## config.mk

```make
export PLATFORM = sky130hd
export DESIGN_NAME = ddr_ctrl_arbit
export DESIGN_NICKNAME = d
export VERILOG_FILES = /design/src/rtl/ddr_ctrl_arbit.sv
export SDC_FILE = /design/constraint.sdc
export NUM_CORES = 1
export LEC_CHECK = 0
export CAP_MARGIN = 10
export CORE_MARGIN = 2
export CORE_UTILIZATION = 29
export DETAILED_ROUTE_END_ITERATION = 10
export PLACE_DENSITY = 0.91
export SETUP_SLACK_MARGIN = 0.5
export SYNTH_ARGS = -nofsm -noshare
export SYNTH_HDL_FRONTEND = slang
export SYNTH_SLANG_ARGS = --single-unit
```

## constraint.sdc

```tcl
create_clock -name sys_clk -period 2.65 [get_ports sys_clk]
set_input_delay 0.795 -clock sys_clk [delete_from_list [all_inputs] [get_ports sys_clk]]
set_output_delay 0.795 -clock sys_clk [all_outputs]
set_load 0.005 [all_outputs]
```

## src/rtl/ddr_ctrl_arbit.sv

```systemverilog
// SDRAM bus arbiter: holds the pins in INIT, then grants refresh/write/read engines
// and muxes their command buses onto the pins, with a per-transaction watchdog.
module ddr_ctrl_arbit #(
  parameter logic [9:0] TXN_TIMEOUT = 10'd1023
) (
  input  logic        sys_clk,
  input  logic        sys_rst_n,
  input  logic        init_end_i,
  input  logic [3:0]  init_cmd_i,
  input  logic [1:0]  init_ba_i,
  input  logic [12:0] init_addr_i,
  input  logic        aref_req_i,
  input  logic        aref_end_i,
  input  logic [3:0]  aref_cmd_i,
  input  logic [1:0]  aref_ba_i,
  input  logic [12:0] aref_addr_i,
  input  logic        wr_req_i,
  input  logic        wr_end_i,
  input  logic [3:0]  wr_cmd_i,
  input  logic [1:0]  wr_ba_i,
  input  logic [12:0] wr_addr_i,
  input  logic        wr_sdram_en_i,
  input  logic [15:0] wr_sdram_data_i,
  input  logic        rd_req_i,
  input  logic        rd_end_i,
  input  logic [3:0]  rd_cmd_i,
  input  logic [1:0]  rd_ba_i,
  input  logic [12:0] rd_addr_i,
  input  logic [15:0] sdram_dq_i,
  output logic        aref_en_o,
  output logic        wr_en_o,
  output logic        rd_en_o,
  output logic [15:0] rd_data_o,
  output logic        sdram_cke,
  output logic        sdram_cs_n,
  output logic        sdram_ras_n,
  output logic        sdram_cas_n,
  output logic        sdram_we_n,
  output logic [1:0]  sdram_ba,
  output logic [12:0] sdram_addr,
  output logic [15:0] sdram_dq_o,
  output logic        sdram_dq_oe,
  output logic        err_timeout_o
);

  localparam int unsigned CMD_W  = 4;
  localparam int unsigned BA_W   = 2;
  localparam int unsigned ADDR_W = 13;
  localparam int unsigned DQ_W   = 16;
  localparam int unsigned CNT_W  = 10;

  localparam logic [CMD_W-1:0]  CMD_NOP   = 4'b0111;
  localparam logic [BA_W-1:0]   BA_IDLE   = 2'b11;
  localparam logic [ADDR_W-1:0] ADDR_IDLE = 13'h1fff;

  typedef enum logic [2:0] {
    ST_INIT  = 3'd0,
    ST_ARBIT = 3'd1,
    ST_AREF  = 3'd2,
    ST_WRITE = 3'd3,
    ST_READ  = 3'd4
  } state_e;

  state_e             state_q, state_d;
  logic               last_wr_q, last_wr_d;
  logic [CNT_W-1:0]   cnt_q, cnt_d;
  logic               err_q, err_d;
  logic               busy_c, end_c, expire_c;
  logic [CMD_W-1:0]   cmd_c;
  logic [BA_W-1:0]    ba_c;
  logic [ADDR_W-1:0]  addr_c;

  // End pulse of the granted engine only; other engines' pulses are ignored.
  always_comb begin
    busy_c = 1'b0;
    end_c  = 1'b0;
    unique case (state_q)
      ST_AREF:  begin busy_c = 1'b1; end_c = aref_end_i; end
      ST_WRITE: begin busy_c = 1'b1; end_c = wr_end_i;   end
      ST_READ:  begin busy_c = 1'b1; end_c = rd_end_i;   end
      default:  ;
    endcase
  end

  assign expire_c = (TXN_TIMEOUT != 10'd0) && busy_c && !end_c &&
                    (cnt_q == (TXN_TIMEOUT - 10'd1));

  // State register
  always_ff @(posedge sys_clk or negedge sys_rst_n) begin
    if (!sys_rst_n) state_q <= ST_INIT;
    else            state_q <= state_d;
  end

  // Next state: refresh first, then write/read alternate via last_wr_q
  always_comb begin
    state_d   = state_q;
    last_wr_d = last_wr_q;
    unique case (state_q)
      ST_INIT: if (init_end_i) state_d = ST_ARBIT;
      ST_ARBIT: begin
        if (aref_req_i) begin
          state_d = ST_AREF;
        end else if (wr_req_i && (!rd_req_i || !last_wr_q)) begin
          state_d   = ST_WRITE;
          last_wr_d = 1'b1;
        end else if (rd_req_i) begin
          state_d   = ST_READ;
          last_wr_d = 1'b0;
        end
      end
      ST_AREF, ST_WRITE, ST_READ: if (end_c || expire_c) state_d = ST_ARBIT;
      default: state_d = ST_INIT;
    endcase
  end

  // Watchdog counter and sticky error
  always_comb begin
    cnt_d = busy_c ? (cnt_q + 10'd1) : '0;
    err_d = err_q | expire_c;
  end

  always_ff @(posedge sys_clk or negedge sys_rst_n) begin
    if (!sys_rst_n) begin
      last_wr_q <= 1'b0;
      cnt_q     <= '0;
      err_q     <= 1'b0;
    end else begin
      last_wr_q <= last_wr_d;
      cnt_q     <= cnt_d;
      err_q     <= err_d;
    end
  end

  // Output decode: grants and pin mux follow the current state directly
  always_comb begin
    aref_en_o = 1'b0;
    wr_en_o   = 1'b0;
    rd_en_o   = 1'b0;
    cmd_c     = CMD_NOP;
    ba_c      = BA_IDLE;
    addr_c    = ADDR_IDLE;
    unique case (state_q)
      ST_INIT: begin
        cmd_c = init_cmd_i; ba_c = init_ba_i; addr_c = init_addr_i;
      end
      ST_AREF: begin
        aref_en_o = 1'b1;
        cmd_c = aref_cmd_i; ba_c = aref_ba_i; addr_c = aref_addr_i;
      end
      ST_WRITE: begin
        wr_en_o = 1'b1;
        cmd_c = wr_cmd_i; ba_c = wr_ba_i; addr_c = wr_addr_i;
      end
      ST_READ: begin
        rd_en_o = 1'b1;
        cmd_c = rd_cmd_i; ba_c = rd_ba_i; addr_c = rd_addr_i;
      end
      default: ;
    endcase
  end

  assign {sdram_cs_n, sdram_ras_n, sdram_cas_n, sdram_we_n} = cmd_c;
  assign sdram_ba      = ba_c;
  assign sdram_addr    = addr_c;
  assign sdram_cke     = 1'b1;
  assign sdram_dq_oe   = (state_q == ST_WRITE) && wr_sdram_en_i;
  assign sdram_dq_o    = sdram_dq_oe ? wr_sdram_data_i : DQ_W'(0);
  assign rd_data_o     = sdram_dq_i;
  assign err_timeout_o = err_q;

endmodule

```

# Word-level counts from Yosys, hierarchy flattened
# Index checks and enable logic that the tools add are counted.
# Widths: inputs -> output; s select.
[op_classes]
n_addsub = 1
eq_ne = 8
muxes = 18
n_bitwise = 2
n_reduce_logical = 14
[ops]
columns = ["cell", "n"]
rows = [
  ["$pmux 13 s4", 1],
  ["$mux 16", 1],
  ["$pmux 4 s4", 1],
  ["$mux 3", 5],
  ["$add 10x1->10 const B", 1],
  ["$eq 10x10->1 const B", 1],
  ["$mux 10", 1],
  ["$pmux 3 s3", 1],
  ["$pmux 2 s4", 1],
  ["$eq 3x2->1 const B", 2],
  ["$mux 1", 6],
  ["$reduce_and 3->1", 2],
  ["$logic_and 1x1->1", 4],
  ["$ne 4x4->1 const B", 1],
  ["$eq 3x1->1 const B", 1],
  ["$eq 3x3->1 const B", 1],
  ["$logic_not 1->1", 3],
  ["$logic_not 3->1", 1],
  ["$pmux 1 s3", 1],
  ["$reduce_or 3->1", 1],
  ["$logic_or 1x1->1", 2],
  ["$ne 2x1->1 const B", 1],
  ["$ne 2x2->1 const B", 1],
  ["$reduce_bool 2->1", 1],
  ["2 further kinds", 2],
]
[totals]
regBits = 15
in_bits = 118
out_inout_bits = 57
word_cells = 47

# Longest topological paths before layout
# Gate-level depths: netlist of the first run.
[depth]
word_depth = 8
mapped_depth = 6
depth_no_buf = 6

# Worst setup path before layout of the first run
# Ideal clock, no wire load.
[synth_timing]
kind = "reg-to-output"
startpoint = "register state_q[1]"
endpoint = "output port sdram_addr[10]"
arrival_time_ns = 1.443
t_required_ns = 1.855
path_slack_ns = 0.412
stages_incl_launch_ff = 6
n_path_buf = 3
cell_sequence = "dfrtp_1 > buf_4 > or3b_1 > buf_2 > buf_2 > o22a_1"
[synth_between]
elab_chain_cells = 2
word_cells_on_any_way = 5
cone_classes = "eq/ne: 3; mux: 1; reduce/logical: 1"
[synth_lines]
columns = ["element", "line", "source"]
rows = [
  ["start: declaration", "64", "state_e state_q, state_d;"],
  ["start signal: assignment", "91", "else state_q <= state_d;"],
  ["$eq 3x3->1 (tied with other cells)", "142", "unique case (state_q)"],
  ["$pmux 13 s4 (*)", "142", ""],
  ["end: declaration", "40", "output logic [12:0] sdram_addr,"],
]
# Every way passes the cells marked *; elsewhere a longest branch is shown, timed or not.

# Final worst setup path of the first run
[layout_timing]
startpoint = "register state_q[0]"
endpoint = "output port sdram_addr[11]"
# Same word-level chain as after synthesis.

==> results.sh, run 1 <==
export IMPL_status="finished clean"
export IMPL_vias_per_cell=4.96
export IMPL_p_per_area_mw_per_mm2=740
export IMPL_core_mm2=0.00547
export IMPL_rows=27
export IMPL_layout_setup_ws_ns=0.187
export IMPL_drv_slew=0
export IMPL_pwr_share_clk_pct=7.9
export IMPL_p_int_w=0.00146
export IMPL_cts_htree_levels=1
export IMPL_synth_distinct_cells=37
export IMPL_cts_max_path_buffers=2
export IMPL_synthFlopType="dfrtp_1"
export IMPL_syn_num_nets=327
export IMPL_synth_seq_cells=15
export IMPL_crit_path_end_kind="output pin"
export IMPL_area_growth_pct=101
export IMPL_crit_cells=4
export IMPL_start_kind="flip-flop"
export IMPL_drtAntennaViolNets=0
export IMPL_ys_warn_count=0
export IMPL_p_sw_share_pct=40.2
export IMPL_clock_skew_ns=0.00357
export IMPL_start_util_pct=29.9
export IMPL_antenna_found_initial=0
export IMPL_clkTransAtPathRegs_ns=0.07
export IMPL_portBuffers=141
export IMPL_gp_congestion=0.839
export IMPL_cts_hold_buf=0
export IMPL_crit_slowest_cell="dfrtp_2"
export IMPL_drive_above_1_share_pct=33.5
export IMPL_p_leak_nw=1.58
export IMPL_die_width_um=79.2
export IMPL_cts_sinks=15
export IMPL_yosysMostFrequentCell="nor2_1"
export IMPL_cts_root_buf="clkbuf_8"
export IMPL_grt_usage_pct=20.9
export IMPL_reg2reg_depth=7
export IMPL_fp_dieH_um=79.2
export IMPL_first_global_vias=2180
export IMPL_ys_top_cells_by_area="dfrtp_1 23%, mux2i_1 12%, o22a_1 9.6%, buf_4 9.2%, nor2_1 7.3%"
export IMPL_worst_path_max_fanout=5
export IMPL_cp_arrival_ns=1.67
export IMPL_clock_latency_ns=0.25
export IMPL_path_class="flip-flop to output pin"
export IMPL_relSlewSlack_pct=56.3
export IMPL_period_needed_ns=2.46
export IMPL_globalRouteMet2Util_pct=37.5
export IMPL_ios=175
export IMPL_seqPwrFrac_pct=13.8
export IMPL_insertedDiodeCount=0
export IMPL_rsz0062_at_grt="yes"
export IMPL_gr_usage_met1_pct=23.5
export IMPL_post_route_util_pct=60.3
export IMPL_vias=2102
export IMPL_yosysSeqAreaShare_pct=22.9
export IMPL_hold_class="flip-flop to flip-flop"
export IMPL_cp_top_family="flip-flops"
export IMPL_synth_area_per_cell_um2=7.91
export IMPL_synth_top_cell_area_share_pct=22.9
export IMPL_drt_iter0_markers=95
export IMPL_hold_viol_final=0
export IMPL_synth_edff_count=0
export IMPL_drv_cap=0
export IMPL_path_cells="buf_6, or3b_4, o22a_1, buf_2"
export IMPL_grt_max_degree=20
export IMPL_netlist_area_mm2=0.00164
export IMPL_crit_buf_inv=2
export IMPL_cts_inserted_buffers=3
export IMPL_fmax_mhz=406
export IMPL_p_sw_w=0.000981
export IMPL_dpl_worst_slack_ns=-0.383
export IMPL_power_w=0.00244
export IMPL_routedWlPerCell_um=16.7
export IMPL_max_slew_worst_pin_slew_ns=0.654
export IMPL_cts_tree="done"
export IMPL_ir_drop_mv=0.330
export IMPL_wl_mm=7.09
export IMPL_postSynthCellCount=207
export IMPL_final_nets=473
export IMPL_grt_use_met3_pct=5.45
export IMPL_async_flop_share_pct=100
export IMPL_combinationalPowerShare_pct=78.3
export IMPL_synth_top_cell_by_area="dfrtp_1"
export IMPL_cp_slowest_stage_delay_ns=0.44
export IMPL_dp_hpwl_mm=5.01
export IMPL_top_usage_layer="met2"
export IMPL_crit_required_ns=1.86
export IMPL_synthTopCellsByCount="32 x nor2_1, 20 x buf_4, 19 x a21oi_1, 19 x mux2i_1"
export IMPL_filler_cell_count=495
export IMPL_min_path_cells=1
export IMPL_min_period_over_period_pct=93.0
export IMPL_grt_pass1_wl_mm=10.3
export IMPL_first_pass_iters=4
export IMPL_finalSetupViolCount=0
export IMPL_overflow=0
export IMPL_die_area_mm2=0.00626
export IMPL_drcViolationCount=0
final timing paths:
path                               startpoint              to  slack (ns)
worst max-delay path               state_q[0]  sdram_addr[11]        0.19
max in group asynchronous           sys_rst_n      state_q[1]        1.25
worst min-delay path            err_timeout_o   err_timeout_o        0.52
min in group asynchronous           sys_rst_n        cnt_q[3]        0.94
worst max register to register     state_q[1]      state_q[2]        0.55
worst min register to register  err_timeout_o   err_timeout_o        0.52
sequential cells by signal, summed over array words and instances, names as in the netlist:
name and count:
cnt_q 10, state_q 3, err_timeout_o 1, last_wr_q 1
per-stage QoR:
stage	hold WS, ns	std cells	cell area, um2	TNS [ns]
2_1_floorplan	0.462	207	1660	0
3_3_place_gp	0.496	394	2990	-10.18
3_5_place_dp	0.495	394	2990	-11.27
4_1_cts	0.517	417	3100	0
5_1_grt	0.533	424	3300	0
6_report	0.525	424	3300	0
layout make-up:
cell class / count / area (um2) / area share (%)
timing repair buffer: 172 / 1590 / 48.2
multi-input combinational: 157 / 1170 / 35.5
sequential: 15 / 379 / 11.5
tap: 72 / 90.1 / 2.73
clock buffer: 3 / 41.3 / 1.25
inverter: 4 / 21.3 / 0.645
clock inverter: 1 / 7.51 / 0.228
cell families (layout without fill, tap and decap cells):
family	after synthesis	in the layout	share of synthesized area [%]
AO/OA/AOI/OAI	48	48	20.2
XOR/XNOR	8	8	4.28
adder cells (fa/ha/maj)	2	2	1.53
buffers and inverters	38	180	13.9
flip-flops	15	15	22.9
multiplexers	21	21	13.2
other	1	1	0.229
AND/OR/NAND/NOR	74	77	23.7
layout by cell type, fill, tap and decap left out, types with 2 or more instances in the layout:
master            n
nor3_1            2
and4_1            2
and2_4           14
dlymetal6s2s_1    5
dlygate4sd2_1    58
nand3_1           4
xor2_1            7
dfrtp_1          12
nor2_1           30
buf_12            2
clkdlybuf4s15_1   3
a21oi_1          18
clkinvlp_4        2
or3b_4            4
o21ai_0           3
and2_1            4
nor2_2            2
buf_6            34
mux2i_1          18
dfrtp_2           3
o22a_1           18
buf_2            22
clkbuf_8          3
buf_4            12
clkdlybuf4s50_1  35
nand4_1           3
inv_1             2
ha_1              2
power by group through the flow:
stage / Clock (W) / Sequential (W) / Combinational [W]
after floorplan: 0 / 0.000303 / 0.000899
after global placement: 0 / 0.000334 / 0.00158
after detailed placement: 0 / 0.000336 / 0.00161
after CTS: 0.000197 / 0.000328 / 0.00170
after global routing: 0.000210 / 0.000345 / 0.00206
final: 0.000193 / 0.000338 / 0.00191
what timing repair did:
action,CTS,global route
cloned,2,1
endpoints found under the setup margin,40,39
buffers inserted,17,6
pin swaps,63,13
resized for setup,267,38
worst reg2reg max path, delay by kind of cell (launching register included):
kind / cells / cell delay, ns
multiplexers: 1 / 0.30
AND/OR/NAND/NOR: 2 / 0.66
AO/OA/AOI/OAI: 1 / 0.16
flip-flops: 1 / 0.45
buffers and inverters: 3 / 0.42
metal layers:
layer | up-vias | wire [um]
met1 | 960 | 2690
met5 | - | 0
met3 | 13 | 579
li1 | 1003 | -
met2 | 126 | 3660
met4 | 0 | 160
Power figures use the tool's default switching activity.
==> run 2: changes to the inputs <==
--- a/config.mk
+++ b/config.mk
@@ -8,6 +8,7 @@
 export CAP_MARGIN = 10
 export CORE_MARGIN = 2
 export CORE_UTILIZATION = 29
+export CTS_CLUSTER_DIAMETER = 60
 export DETAILED_ROUTE_END_ITERATION = 10
 export PLACE_DENSITY = 0.91
 export SETUP_SLACK_MARGIN = 0.5
==> results of run 2 <==
The final DEF is identical to that of run 1; final timing and power are the same.
==> RTL change 1, RTL diff (config.mk and constraints of run 2) <==
Register the input `sdram_dq_i` before use, with the module's reset. The logic sees it one clock later. The other inputs are not delayed to match.
--- a/src/rtl/ddr_ctrl_arbit.sv
+++ b/src/rtl/ddr_ctrl_arbit.sv
@@ -62,2 +62,12 @@
   } state_e;
+
+  logic [15:0] sdram_dq_q;
+
+  always_ff @(posedge sys_clk or negedge sys_rst_n) begin
+    if (!sys_rst_n) begin
+      sdram_dq_q <= '0;
+    end else begin
+      sdram_dq_q <= sdram_dq_i;
+    end
+  end
 
@@ -167,3 +177,3 @@
   assign sdram_dq_o    = sdram_dq_oe ? wr_sdram_data_i : DQ_W'(0);
-  assign rd_data_o     = sdram_dq_i;
+  assign rd_data_o     = sdram_dq_q;
   assign err_timeout_o = err_q;
Formal check against the unedited RTL: not equivalent (Yosys sat finds a counterexample within 4 cycles, from zero or initial values and one cycle with sys_rst_n low).
==> RTL change 1 against run 2 <==
  * Cell count grew 9.2%
  * Routed wire length grew 16%
  * Via count grew 8.7%
  * Core utilization grew 4.7 points
  * Setup slack gained 0.17 ns
  * Sequential cell count grew 16
  * Area after synthesis grew 19%
  * Count of clock-buffer cells in the layout grew 3
  * Cell area grew 27%
  * Power grew 28%
  * Critical path type unchanged
  * Largest power group unchanged
==> RTL change 1: results (changes against run 2) <==
pg_seq_w: 0.000588  # was 0.000338 W
irDropWorstVdd_uv: 321  # was 330 uV
cp.arrival_ns: 1.50  # was 1.67 ns
grt_pass1_wl_um: 12000  # was 10300 um
num-nets-final: 505  # was 473
htree_levels: 2  # was 1
n_all_buffers: 202  # was 172
syn_nets: 308  # was 327
netlist_top_cells_count: "mux2i_1, dfrtp_1, a22oi_1"  # was nor2_1, buf_4, a21oi_1, mux2i_1
holdPathStages: 1  # unchanged
antenna_found_initial: 1  # was 0
buf_share_pct: 45.8  # was 48.2%
multi_input_area_sq_um: 1280  # was 1170 sq um
period_needed_ns: 2.29  # was 2.46 ns
path_max_fanout: 7  # was 5
insertion_delay_ns: 0.28  # was 0.25 ns
clock_buffers: 6  # was 3
wire_per_inst_um: 17.7  # was 16.7 um
ys_types: 36  # was 37
regArea_sq_um: 779  # was 379 sq um
multi_input_cells: 141  # was 157
avgSynthCellArea_sq_um: 10.4  # was 7.91 sq um
synthAdderAreaFrac_pct: 1.29  # was 1.53%
outcome: "finished, final reports clean"  # unchanged
cts_buffers: 5  # was 3
nFillCells: 540  # was 495
drt_iter0_drc: 84  # was 95
met2_usage_pct: 40.0  # was 37.5%
synth_compound_area_share_pct: 12.9  # was 20.2%
cts.sinks: 31  # was 15
place_inst: 435  # was 394
synth_xor_area_share_pct: 3.60  # was 4.28%
largest_register_ffs: 16  # was 10
drive_gt1_share_pct: 35.6  # was 33.5%
via_per_inst: 4.94  # was 4.96
regToRegSetupSlack_ns: 0.99  # was 0.55 ns
cp-endpoint: "sdram_dq_o[4]"  # was sdram_addr[11]
r2r_end: "state_q[0]"  # was state_q[2]
cts_resized: 308  # was 267
yosysSeqAreaShare_pct: 39.8  # was 22.9%
grt_use_met1_pct: 23.0  # was 23.5%
synth_top_family_by_area: "multiplexers"  # was simple AND/OR/NAND/NOR gates
grt_pass1_vias: 2350  # was 2180
vias: 2285  # was 2102
gp_congestion: 0.839  # about the same
internal_power_w: 0.00197  # was 0.00146 W
io_buffers: 173  # was 141
skew_ns: 0.00821  # was 0.00357 ns
dp_worst_setup_slack_ns: -0.318  # was -0.383 ns
post_cts_buffers: 11  # was 17
powerClk_w: 0.000368  # was 0.000193 W
p_leak_nw: 1.91  # was 1.58 nW
grt_max_degree: 32  # was 20
clk_share_pct: 2.10  # was 1.48%
dp_hpwl_um: 5830  # was 5010 um
ys_top_cells_by_area: "dfrtp_1, mux2i_1, a22oi_1"  # was dfrtp_1, mux2i_1, o22a_1
antenna_cells: 1  # was 0
grt_util_all_layers_pct: 21.0  # was 20.9%
holdWs_ns: 0.494  # was 0.525 ns
p_sw_share_pct: 37.0  # was 40.2%
-- RTL change 1: changes by cell type in the layout (fill, tap and decap cells not counted), sizes merged, moves of 16 or more --
cell	run 2	this run
a22oi	0	19
dlygate4sd2	58	82
dfrtp	15	31
nor2	32	15
mux2i	19	39
o22a	18	1
a21oi	19	1
-- RTL change 1: through the flow --
stage | utilization, % | cell area, sq um | TNS, ns
after floorplan | - | 1950 | 0
after global placement | 58.9 | 3780 | -7.80
after detailed placement | 58.9 | 3780 | -8.37
after CTS | 61.9 | 3980 | 0
after global routing | 65.0 | 4170 | 0
final | 65.0 | 4170 | 0
-- RTL change 1: critical path, delay by kind of cell, from the launching register on --
family	cells	cell delay, ns
buffers and inverters	4	0.48
flip-flops	1	0.45
AND/OR/NAND/NOR	2	0.29
-- RTL change 1: per-layer routing --
| metal | up-vias | routed length (um) |
|---|---|---|
| li1 | 1067 | - |
| met1 | 1094 | 2910 |
| met2 | 100 | 4580 |
| met3 | 24 | 513 |
| met4 | 0 | 196 |
| met5 | - | 0 |
==> RTL change 2, RTL diff (config.mk and constraints of run 2) <==
Made on the original files. Set the parameter `TXN_TIMEOUT` to 10'd511 (it was 10'd1023).
--- a/src/rtl/ddr_ctrl_arbit.sv
+++ b/src/rtl/ddr_ctrl_arbit.sv
@@ -3,3 +3,3 @@
 module ddr_ctrl_arbit #(
-  parameter logic [9:0] TXN_TIMEOUT = 10'd1023
+  parameter logic [9:0] TXN_TIMEOUT = 10'd511
 ) (
Function: same outputs for any inputs over 10 cycles, from zero or initial values and one cycle with sys_rst_n low; that may be too few to reach the edited logic, so the function may still have changed.
==> RTL change 2 against run 2 <==
  * Count of clock-buffer cells in the layout unchanged
  * Die area increased by 0.29%
  * Clock skew decreased by 0.0024 ns
  * Cell area decreased by 7.6%
  * Critical path depth unchanged
  * Area after synthesis increased by 0.31%
  * Synthesized cell count unchanged
  * Via count decreased by 2.8%
  * Routed wire length decreased by 10%
  * Setup slack improved by 0.059 ns
  * Power decreased by 12%
  * Sequential cell count unchanged
  * Critical path type unchanged
==> RTL change 2: results (changes against run 2) <==
outcome: "finished, final reports clean"  # unchanged
htree_levels: 1  # unchanged
irDropWorstVdd_uv: 336  # was 330 uV
drive_gt1_share_pct: 27.0  # was 33.5%
ys_async_sr_fraction_pct: 100  # unchanged
num-nets-final: 462  # was 473
p_leak_nw: 1.43  # was 1.58 nW
wire_per_inst_um: 15.4  # was 16.7 um
netlist_top_cells_count: "nor2_1, a21oi_1, buf_4, mux2i_1"  # was nor2_1, buf_4, a21oi_1, mux2i_1
via_per_inst: 4.95  # was 4.96
place_area_sq_um: 2980  # was 2990 sq um
switchingPower_w: 0.000888  # was 0.000981 W
io_buffers: 141  # unchanged
cp.arrival_ns: 1.61  # was 1.67 ns
path_max_fanout: 8  # was 5
grt_max_degree: 21  # was 20
gp_congestion: 0.790  # was 0.839
yosysSeqAreaShare_pct: 22.8  # was 22.9%
root_buffer: "clkbuf_8"  # unchanged
ys_types: 39  # was 37
grt_pass1_vias: 2016  # was 2180
drt_iter0_drc: 98  # was 95
dp_hpwl_um: 4840  # was 5010 um
grt_util_all_layers_pct: 18.5  # was 20.9%
grt_pass1_wl_um: 9280  # was 10300 um
ys_top_cells_by_area: "dfrtp_1, mux2i_1, o22a_1"  # unchanged
slew_headroom_pct: 57.2  # was 56.3%
skew_ns: 0.00118  # was 0.00357 ns
==> RTL change 2: power by group through the flow <==
stage,clock network [W],logic [W],registers [W]
floorplan,0,0.000899,0.000303
global placement,0,0.00155,0.000342
global route,0.000197,0.00177,0.000345
CTS,0.000192,0.00157,0.000326
detailed placement,0,0.00158,0.000344
finish,0.000182,0.00164,0.000337
==> RTL change 2: timing repair <==
action | in CTS | in global routing
endpoints found under the setup margin | 40 | 40
setup buffers | 12 | 2
cloned | 3 | 0
endpoints found under the hold margin | 0 | 0
gates resized for setup | 240 | 10
pin swaps | 54 | 2
==> RTL change 2: final cells by class <==
type | count | area [sq um]
Clock inverter | 1 | 5.00
Multi-Input combinational cell | 156 | 1120
Clock buffer | 3 | 41.3
Tap cell | 72 | 90.1
Inverter | 4 | 18.8
Sequential cell | 15 | 379
Fill cell | 534 | 2420
Timing Repair Buffer | 162 | 1390
==> RTL change 2: worst paths after layout <==
| kind | start | to | slack, ns |
|---|---|---|---|
| setup reg to reg | state_q[0] | state_q[2] | 0.59 |
| max in group asynchronous | sys_rst_n | state_q[0] | 1.26 |
| min in group asynchronous | sys_rst_n | cnt_q[7] | 0.94 |
| setup / recovery | state_q[0] | sdram_addr[12] | 0.25 |
| hold / removal | err_timeout_o | err_timeout_o | 0.50 |
| hold reg to reg | err_timeout_o | err_timeout_o | 0.50 |
==> RTL change 2: worst max-delay path, stage by stage, from the launching register on <==
cell,delay [ns]
dfrtp_2,0.44
or3b_4,0.45
buf_12,0.16
o22a_1,0.19
buf_2,0.13
==> RTL change 2: kinds of logic (layout without fill, tap and decap cells) <==
family / after synthesis / in the layout / share of synthesized area, %
AND/OR/NAND/NOR: 74 / 76 / 23.7
AO/OA/AOI/OAI: 48 / 48 / 20.2
buffers and inverters: 38 / 170 / 14.1
multiplexers: 21 / 21 / 13.2
flip-flops: 15 / 15 / 22.8
XOR/XNOR: 8 / 8 / 4.27
adder cells (fa/ha/maj): 2 / 2 / 1.52
other: 1 / 1 / 0.228
==> RTL change 2: routing by layer <==
metal	up-vias	global-route usage [%]	wire, um
li1	974	-	-
met1	954	21.0	2410
met2	108	34.7	3340
met3	8	2.95	489
met4	0	6.72	107
met5	-	0	0
==> RTL change 2: metrics by stage <==
| stage | setup TNS [ns] | std cells | setup WS, ns | total power (W) | utilization, % |
|---|---|---|---|---|---|
| after CTS | 0 | 411 | 0.255 | 0.00209 | 54.9 |
| after detailed placement | -10.44 | 392 | -0.345 | 0.00192 | 54.4 |
| after global placement | -9.87 | 392 | -0.345 | 0.00190 | 54.4 |
| final | 0 | 413 | 0.245 | 0.00215 | 55.7 |
| after floorplan | 0 | 207 | 0.502 | 0.00120 | - |
| after global routing | 0 | 413 | 0.203 | 0.00231 | 55.7 |
